$ cat config.mk
export PLATFORM = sky130hd
export DESIGN_NAME = mgmt_tx_arbiter
export DESIGN_NICKNAME = d
export VERILOG_FILES = /design/src/rtl/mgmt_tx_arbiter.sv
export SDC_FILE = /design/constraint.sdc
export NUM_CORES = 1
export LEC_CHECK = 0
export ABC_AREA = 1
export CAP_MARGIN = 20
export CORE_MARGIN = 5
export CORE_UTILIZATION = 37
export CTS_BUF_LIST = sky130_fd_sc_hd__clkbuf_16
export DETAILED_ROUTE_END_ITERATION = 12
export HOLD_SLACK_MARGIN = 0.12
export PLACE_DENSITY_LB_ADDON = 0.05
export SLEW_MARGIN = 20
export SYNTH_ARGS = -nofsm -noshare
export SYNTH_HDL_FRONTEND = slang
export SYNTH_SLANG_ARGS = --single-unit
export TNS_END_PERCENT = 10
$ cat constraint.sdc
create_clock -name clk -period 4 [get_ports clk]
set_input_delay 0.6 -clock clk [delete_from_list [all_inputs] [get_ports clk]]
set_output_delay 0.6 -clock clk [all_outputs]
set_load 0.05 [all_outputs]
$ cat src/rtl/mgmt_tx_arbiter.sv
// mgmt_tx_arbiter: round-robin frame arbiter for the management PHY TX path.
// Grants whole frames, registers the granted byte stream, polices stalls/length.
module mgmt_tx_arbiter #(
  parameter int NUM_SRC       = 3,
  parameter int START_TIMEOUT = 64,
  parameter int MAX_FRAME     = 1522,
  parameter int GAP_CYCLES    = 2,
  localparam int IW = $clog2(NUM_SRC)
) (
  input  logic                 clk,
  input  logic                 rst_n,
  input  logic                 link_up,
  input  logic                 mac_tx_ready,
  input  logic [NUM_SRC-1:0]   src_req,
  output logic [NUM_SRC-1:0]   src_tx_ready,
  input  logic [NUM_SRC-1:0]   src_start,
  input  logic [NUM_SRC-1:0]   src_data_valid,
  input  logic [8*NUM_SRC-1:0] src_data,
  output logic                 tx_start,
  output logic                 tx_data_valid,
  output logic [7:0]           tx_data,
  output logic [IW-1:0]        grant_id,
  output logic                 busy,
  output logic                 err_timeout,
  output logic                 err_overlength
);

  localparam int TW = $clog2(START_TIMEOUT + 1);
  localparam int GW = $clog2(GAP_CYCLES + 1);
  localparam logic [TW-1:0] TMO_LAST = TW'(START_TIMEOUT - 1);
  localparam logic [GW-1:0] GAP_LAST = GW'(GAP_CYCLES - 1);
  localparam logic [10:0]   MAXF     = 11'(MAX_FRAME);
  localparam logic [10:0]   BC_SAT   = 11'h7ff;

  typedef enum logic [1:0] {
    IDLE,
    WAIT_START,
    ACTIVE,
    GAP
  } state_t;

  state_t state, state_d;

  logic [IW-1:0] rr_ptr, rr_nxt;
  logic [IW-1:0] pick, hi, lo;
  logic          pick_ok, hi_ok;
  logic [TW-1:0] timer;
  logic [GW-1:0] gap_cnt;
  logic [10:0]   byte_count;
  logic          seen_data, ovl_done;
  logic          g_req, g_start, g_valid;
  logic [7:0]    g_data;
  logic          do_grant, do_start;
  logic          fwd, tmo, ovl;

  assign busy   = (state != IDLE);
  assign rr_nxt = (grant_id == IW'(NUM_SRC - 1)) ? '0 : grant_id + 1'b1;

  // Steer the granted source's strobes and byte onto local signals.
  always_comb begin
    g_req   = 1'b0;
    g_start = 1'b0;
    g_valid = 1'b0;
    g_data  = '0;
    for (int i = 0; i < NUM_SRC; i++) begin
      if (grant_id == IW'(i)) begin
        g_req   = src_req[i];
        g_start = src_start[i];
        g_valid = src_data_valid[i];
        g_data  = src_data[8*i +: 8];
      end
    end
  end

  // Round-robin pick: lowest requester at/after rr_ptr, else lowest overall.
  always_comb begin
    hi    = '0;
    lo    = '0;
    hi_ok = 1'b0;
    pick_ok = 1'b0;
    for (int i = NUM_SRC - 1; i >= 0; i--) begin
      if (src_req[i]) begin
        lo      = IW'(i);
        pick_ok = 1'b1;
        if (IW'(i) >= rr_ptr) begin
          hi    = IW'(i);
          hi_ok = 1'b1;
        end
      end
    end
    pick = hi_ok ? hi : lo;
  end

  // Only the granted source sees a go, and only while the MAC can take it.
  always_comb begin
    src_tx_ready = '0;
    if (state == WAIT_START && mac_tx_ready)
      src_tx_ready[grant_id] = 1'b1;
  end

  // Next-state and per-cycle control strobes.
  always_comb begin
    state_d  = state;
    do_grant = 1'b0;
    do_start = 1'b0;
    fwd      = 1'b0;
    tmo      = 1'b0;
    ovl      = 1'b0;
    unique case (state)
      IDLE: begin
        if (link_up && mac_tx_ready && pick_ok) begin
          do_grant = 1'b1;
          state_d  = WAIT_START;
        end
      end
      WAIT_START: begin
        if (g_start) begin
          do_start = 1'b1;
          fwd      = g_valid;
          state_d  = ACTIVE;
        end else if (!g_req) begin
          state_d = GAP;
        end else if (timer == TMO_LAST) begin
          tmo     = 1'b1;
          state_d = GAP;
        end
      end
      ACTIVE: begin
        if (g_valid) begin
          fwd = (byte_count < MAXF);
          ovl = (byte_count >= MAXF) && !ovl_done;
        end else if (seen_data) begin
          state_d = GAP;
        end else if (timer == TMO_LAST) begin
          tmo     = 1'b1;
          state_d = GAP;
        end
      end
      GAP: begin
        if (gap_cnt == GAP_LAST)
          state_d = IDLE;
      end
      default: state_d = IDLE;
    endcase
  end

  // State register.
  always_ff @(posedge clk or negedge rst_n) begin
    if (!rst_n)
      state <= IDLE;
    else
      state <= state_d;
  end

  // Grant bookkeeping, timers, byte counting and the registered MAC outputs.
  always_ff @(posedge clk or negedge rst_n) begin
    if (!rst_n) begin
      tx_start       <= 1'b0;
      tx_data_valid  <= 1'b0;
      tx_data        <= '0;
      err_timeout    <= 1'b0;
      err_overlength <= 1'b0;
      grant_id       <= '0;
      rr_ptr         <= '0;
      timer          <= '0;
      gap_cnt        <= '0;
      byte_count     <= '0;
      seen_data      <= 1'b0;
      ovl_done       <= 1'b0;
    end else begin
      tx_start       <= do_start;
      tx_data_valid  <= fwd;
      err_timeout    <= tmo;
      err_overlength <= ovl;
      if (fwd)
        tx_data <= g_data;
      if (do_grant)
        grant_id <= pick;
      if (state != GAP && state_d == GAP)
        rr_ptr <= rr_nxt;
      if (do_grant || do_start)
        timer <= '0;
      else if (state == WAIT_START || (state == ACTIVE && !seen_data))
        timer <= timer + 1'b1;
      if (do_start) begin
        byte_count <= {10'd0, g_valid};
        seen_data  <= g_valid;
        ovl_done   <= 1'b0;
      end else if (state == ACTIVE && g_valid) begin
        seen_data <= 1'b1;
        if (byte_count != BC_SAT)
          byte_count <= byte_count + 1'b1;
        if (ovl)
          ovl_done <= 1'b1;
      end
      gap_cnt <= (state == GAP) ? gap_cnt + 1'b1 : '0;
    end
  end

endmodule

== Yosys cells after proc, flatten, opt, wreduce, memory -nomap -nowiden ==
Index checks and enable logic that the tools add are counted.

* Register bits after elaboration: 40
* Bits of input ports: 37
* Output and inout port bits: 18
* Logic and storage cells: 124

* Add/sub/neg operators: 4
* Magnitude comparators: 7
* Equality and inequality tests: 10
* Multiplexer cells: 69
* Reduce and logical (&&, ||, !) cells: 21

{| class="wikitable"
|+ Operator list
! cell !! count
|-
| $mux W2 || 19
|-
| $mux W1 || 37
|-
| $mux W11 || 3
|-
| $mux W8 || 3
|-
| $mux W7 || 2
|-
| $add A11 B1 Y11 const B || 1
|-
| $ge A11 B11 Y1 const B || 1
|-
| $lt A11 B11 Y1 const B || 1
|-
| $ne A11 B11 Y1 const B || 1
|-
| $reduce_bool A2 Y1 || 5
|-
| $eq A2 B2 Y1 const B || 4
|-
| $logic_and A1 B1 Y1 || 8
|-
| $pmux W2 S4 || 1
|-
| $add A7 B1 Y7 const B || 1
|-
| $eq A7 B6 Y1 const B || 1
|-
| $eq A2 B1 Y1 const B || 3
|-
| $add A2 B1 Y2 const B || 2
|-
| $ge A1 B2 Y1 const A || 2
|-
| $logic_not A2 Y1 || 2
|-
| $pmux W1 S2 || 2
|-
| $reduce_and A2 Y1 || 2
|-
| $lt A2 B3 Y1 const B || 1
|-
| $mux W3 || 1
|-
| $demux W1 S2 || 1
|-
| 5 further kinds || 7
|}

== Depth between registers and ports, before layout ==
* Depth after elaboration: 9
* Mapped depth: 14
* Depth with buffers taken out: 14

== Least setup slack after synthesis ==
Ideal clock, no wire load.

* Path kind: register to output
* From: register state[1]
* To: output port src_tx_ready[1]
* Arrival time: 2.016 ns
* Data required time: 3.400 ns
* Path slack: 1.384 ns
* Cell stages (with the launch flop): 5
* Buffers on the path: 0
* Cell sequence: dfrtp_1 -> inv_1 -> ha_1 -> nand2_1 -> nor3_1

* Cells in the longest elaborated chain, start to end: 3

{| class="wikitable"
|+ Ends and longest elaborated chain
! item !! line !! text
|-
| start: declaration || 42 || <nowiki>state_t state, state_d;</nowiki>
|-
| start signal: assignment || 152 || <nowiki>state <= state_d;</nowiki>
|-
| $eq A2 B1 Y1 || 97 || <nowiki>if (state == WAIT_START && mac_tx_ready)</nowiki>
|-
| $logic_and A1 B1 Y1 || 97 ||
|-
| $mux W3 || 97 ||
|-
| end: declaration || 15 || <nowiki>output logic [NUM_SRC-1:0] src_tx_ready,</nowiki>
|}

No other way between the ends.

== Worst setup path after layout ==
Same ends and word-level chain as after synthesis.

==> run summary <==
The logs give 2 for the largest buffer count on any clock path and 338 MHz for the fmax. Summed over all layers, the routed wires come to 5870 um. The data arrival time at the worst-slack endpoint came out at 2360 ps.

Setup repair after global routing left no endpoint under its margin. Global routing consumed, over all layers together, 15.0% of the routing resources. The tool flagged a number of max-cap violations equal to 0. The cell count of the worst hold path came out at 1.

Gates resized during post-CTS repair numbered 0. After synthesis, the netlist uses 35 different library cells. In this run, post-CTS hold repair placed 0 buffers. The total overflow left after global routing is 0.

For the worst setup path, the data required time is 3400 ps. The number of nets still failing antenna checks after routing is 0. Averaged over all synthesized cells, the footprint is 7.77 um2.

The count of final hold-check violations was 0. Launching element type of the critical path: a flip-flop. Buffers inserted during clock tree synthesis total 5. Detailed routing placed a total of 2770 um of wire on met2. After synthesis, flip-flops and latches occupy 40.5% of the total area.

Flop and latch count out of synthesis: 40. The logic depth of the worst register-to-register path is 12. The tools report the via count of the first global-routing pass as 2179. The number of warning messages in the yosys log is 0.

The synthesized design devotes to its leading area cell type 40.5% of total area. At the pin with the least slew margin, the transition time is 913 ps. In this run the top signal layer used is met4. The met1 wire length is 2750 um. In this run the power density over the cells is 724 nW/um2. The synthesized cell area was 2470 um2.

TritonCTS built the clock tree. For this design the static power due to leakage is 0.00152 uW. The die covers 8420 um2. The cell sitting at the root of the clock tree is a clkbuf_16. In the final layout, the share of cells above drive strength 1 is 13.0%. The path type of the worst setup path is flip-flop to output pin. The tools report the final-layout setup total negative slack as 0 ps.

The async set or reset register ratio after synthesis is 100%. Sorting the synthesized cells by area gives the leading types as dfrtp_1 40%, nand2_1 14%, nand3_1 7.1%. For this configuration, the core starts out at a cell density of 38.5%. For the number of max-slew violations in the final report, the log shows 0. The later-pin clock latency in the skew report is 280 ps, and the number of standard-cell rows in the floorplan is 29. The average vias per placed instance was 4.86; the final worst-path cycle share was 74.0%. The tools report the total length of routed met3 wires as 294 um. The detailed-route wire length per cell is 12.9 um. The run finished with clean final reports. The placer congestion estimate is 0.858, and the number of I/O port buffers is 54. The first global-routing pass estimated 10300 um of wire. Area taken by multi-input logic gates: 1280 um2. The HPWL after detailed placement is 4550 um. The post-route core utilization is 50.2%, and the total setup violations reported at the end of the flow is 0. Of all nets on the critical path, the largest fanout is 6.

The clock tree synthesis step divided the H-tree into 2 levels. Kind of path behind the tightest hold check: flip-flop to flip-flop. Counting flops with a built-in enable in the synthesized netlist gives 0. The tools report the net total in the final layout as 422.

In the final layout, flip-flops and latches occupy 1000 um2. Most used flip-flop cell after synthesis: dfrtp_1. Post-CTS timing repair inserted 0 buffers for setup. The number of nets in the synthesized netlist came out at 364. The area added between synthesis and finish is 30.3%, and the peak supply drop is 0.000385 V. The length of the first detailed-routing pass in iterations came out at 4.

In the routed design, unresolved DRC markers number 0. The initial antenna violation count is 0. The synthesized design spends more area on one cell type than any other, namely dfrtp_1.

The die span in y is 91.7 um, and the clock skew after layout is 8.04 ps. In this run the standard cell core region covers 6420 um2. The worst pin sits at a relative slew slack of 39.1%. After the first detailed-routing iteration, the DRC count stood at 89.

The run gives 40 as the clock sink count. Largest net degree at the start of global routing: 41. The worst setup path is captured at an output pin. The top-level I/O count was 55; the shortest clock period the worst path allows after layout was 2960 ps. The number of antenna diodes in the final layout is 0. After clock tree synthesis, the clock-pin slew on the worst setup and hold paths is 60 ps. Fill cells in the final layout number 643. After technology mapping, the gate count stands at 318. Horizontal die dimension: 91.7 um.

The routed layout has 2208 vias.
## power breakdown
group	total, uW	leakage (uW)	internal (uW)	switching, uW
combinational	1270	0.000927	417	856
sequential	668	0.000524	545	123
clock	391	0.0000736	230	161
total	2330	0.00152	1190	1140
## stage by stage
step	setup slack, ps	power [uW]	std cells	instance area [um2]	hold WS (ps)
final	1040	2330	454	3220	442
after global routing	833	2550	454	3220	458
after CTS	1010	2360	454	3220	441
after detailed placement	1220	1960	446	3080	430
after global placement	1240	1960	446	3080	420
after floorplan	1380	1620	318	2470	304
## cell families (layout without fill, tap and decap cells)
family	after synthesis	count (layout)	synth area share (%)
compound gates	35	35	9.67
xor+xnor	8	8	2.83
fa+ha+maj	9	9	4.55
buf+inv	45	104	7.54
flops	40	40	40.5
simple gates	181	181	34.9
## final timing paths
path | from | end | slack [ps]
max | state[1] | src_tx_ready[1] | 1040
min in group asynchronous | rst_n | timer[1] | 450
min reg2reg | gap_cnt[0] | gap_cnt[0] | 440
min | gap_cnt[0] | gap_cnt[0] | 440
max in group asynchronous | rst_n | tx_data[4] | 2980
max reg2reg | grant_id[1] | byte_count[1] | 1970
## synth_stat cells (5+ instances only)
library cell and number:
nand2_1 95, dfrtp_1 40, nand3_1 35, inv_1 30, nor2_1 18, inv_2 11, ha_1 9, nor3_1 9
a21oi_1 8, o21ai_2 8, xor2_1 8, o31ai_1 5
## critical path, stage by stage (launching register included)
cell and delay, ps:
dfrtp_1 420, inv_1 120, ha_1 380, nand2_1 160, nor3_1 160, clkdlybuf4s50_1 830
## placed cells by master, fill, tap and decap left out, types with 2 or more instances in the layout
master	n
o21ai_2	8
nor2_2	3
o311ai_0	2
nor2_1	18
nand3_2	3
nand4_1	3
nand3_1	35
o21ai_0	3
nor3_1	9
a31oi_1	2
o21ai_1	3
xor2_1	8
nand2_4	2
clkbuf_16	5
clkinv_2	2
nand2_2	4
nor2_4	3
nand2_1	95
inv_1	30
ha_1	9
inv_2	11
a21oi_1	8
dfrtp_1	40
clkdlybuf4s50_1	53
o31ai_1	5
## per-layer routing
metal / vias to the layer above / track usage (%)
met5: - / 0
met4: 0 / 3.71
met3: 5 / 3.68
met2: 46 / 24.7
met1: 1014 / 19.8
li1: 1143 / -
## area by class of cell
| class | instances | area share, % |
|---|---|---|
| well taps | 77 | 2.99 |
| multi-input cells | 233 | 39.9 |
| inverters | 42 | 4.97 |
| clock buffers | 5 | 3.88 |
| repair buffers | 54 | 16.6 |
| flip-flops and latches | 40 | 31.1 |
| clock inverters | 3 | 0.583 |
## flip-flops by register name, indices dropped and copies added, names as in the netlist
register	flops
byte_count	11
timer	7
gap_cnt	2
err_timeout	1
rr_ptr	2
state	2
grant_id	2
tx_data_valid	1
ovl_done	1
seen_data	1
err_overlength	1
tx_data	8
tx_start	1
Power figures use the tool's default switching activity.
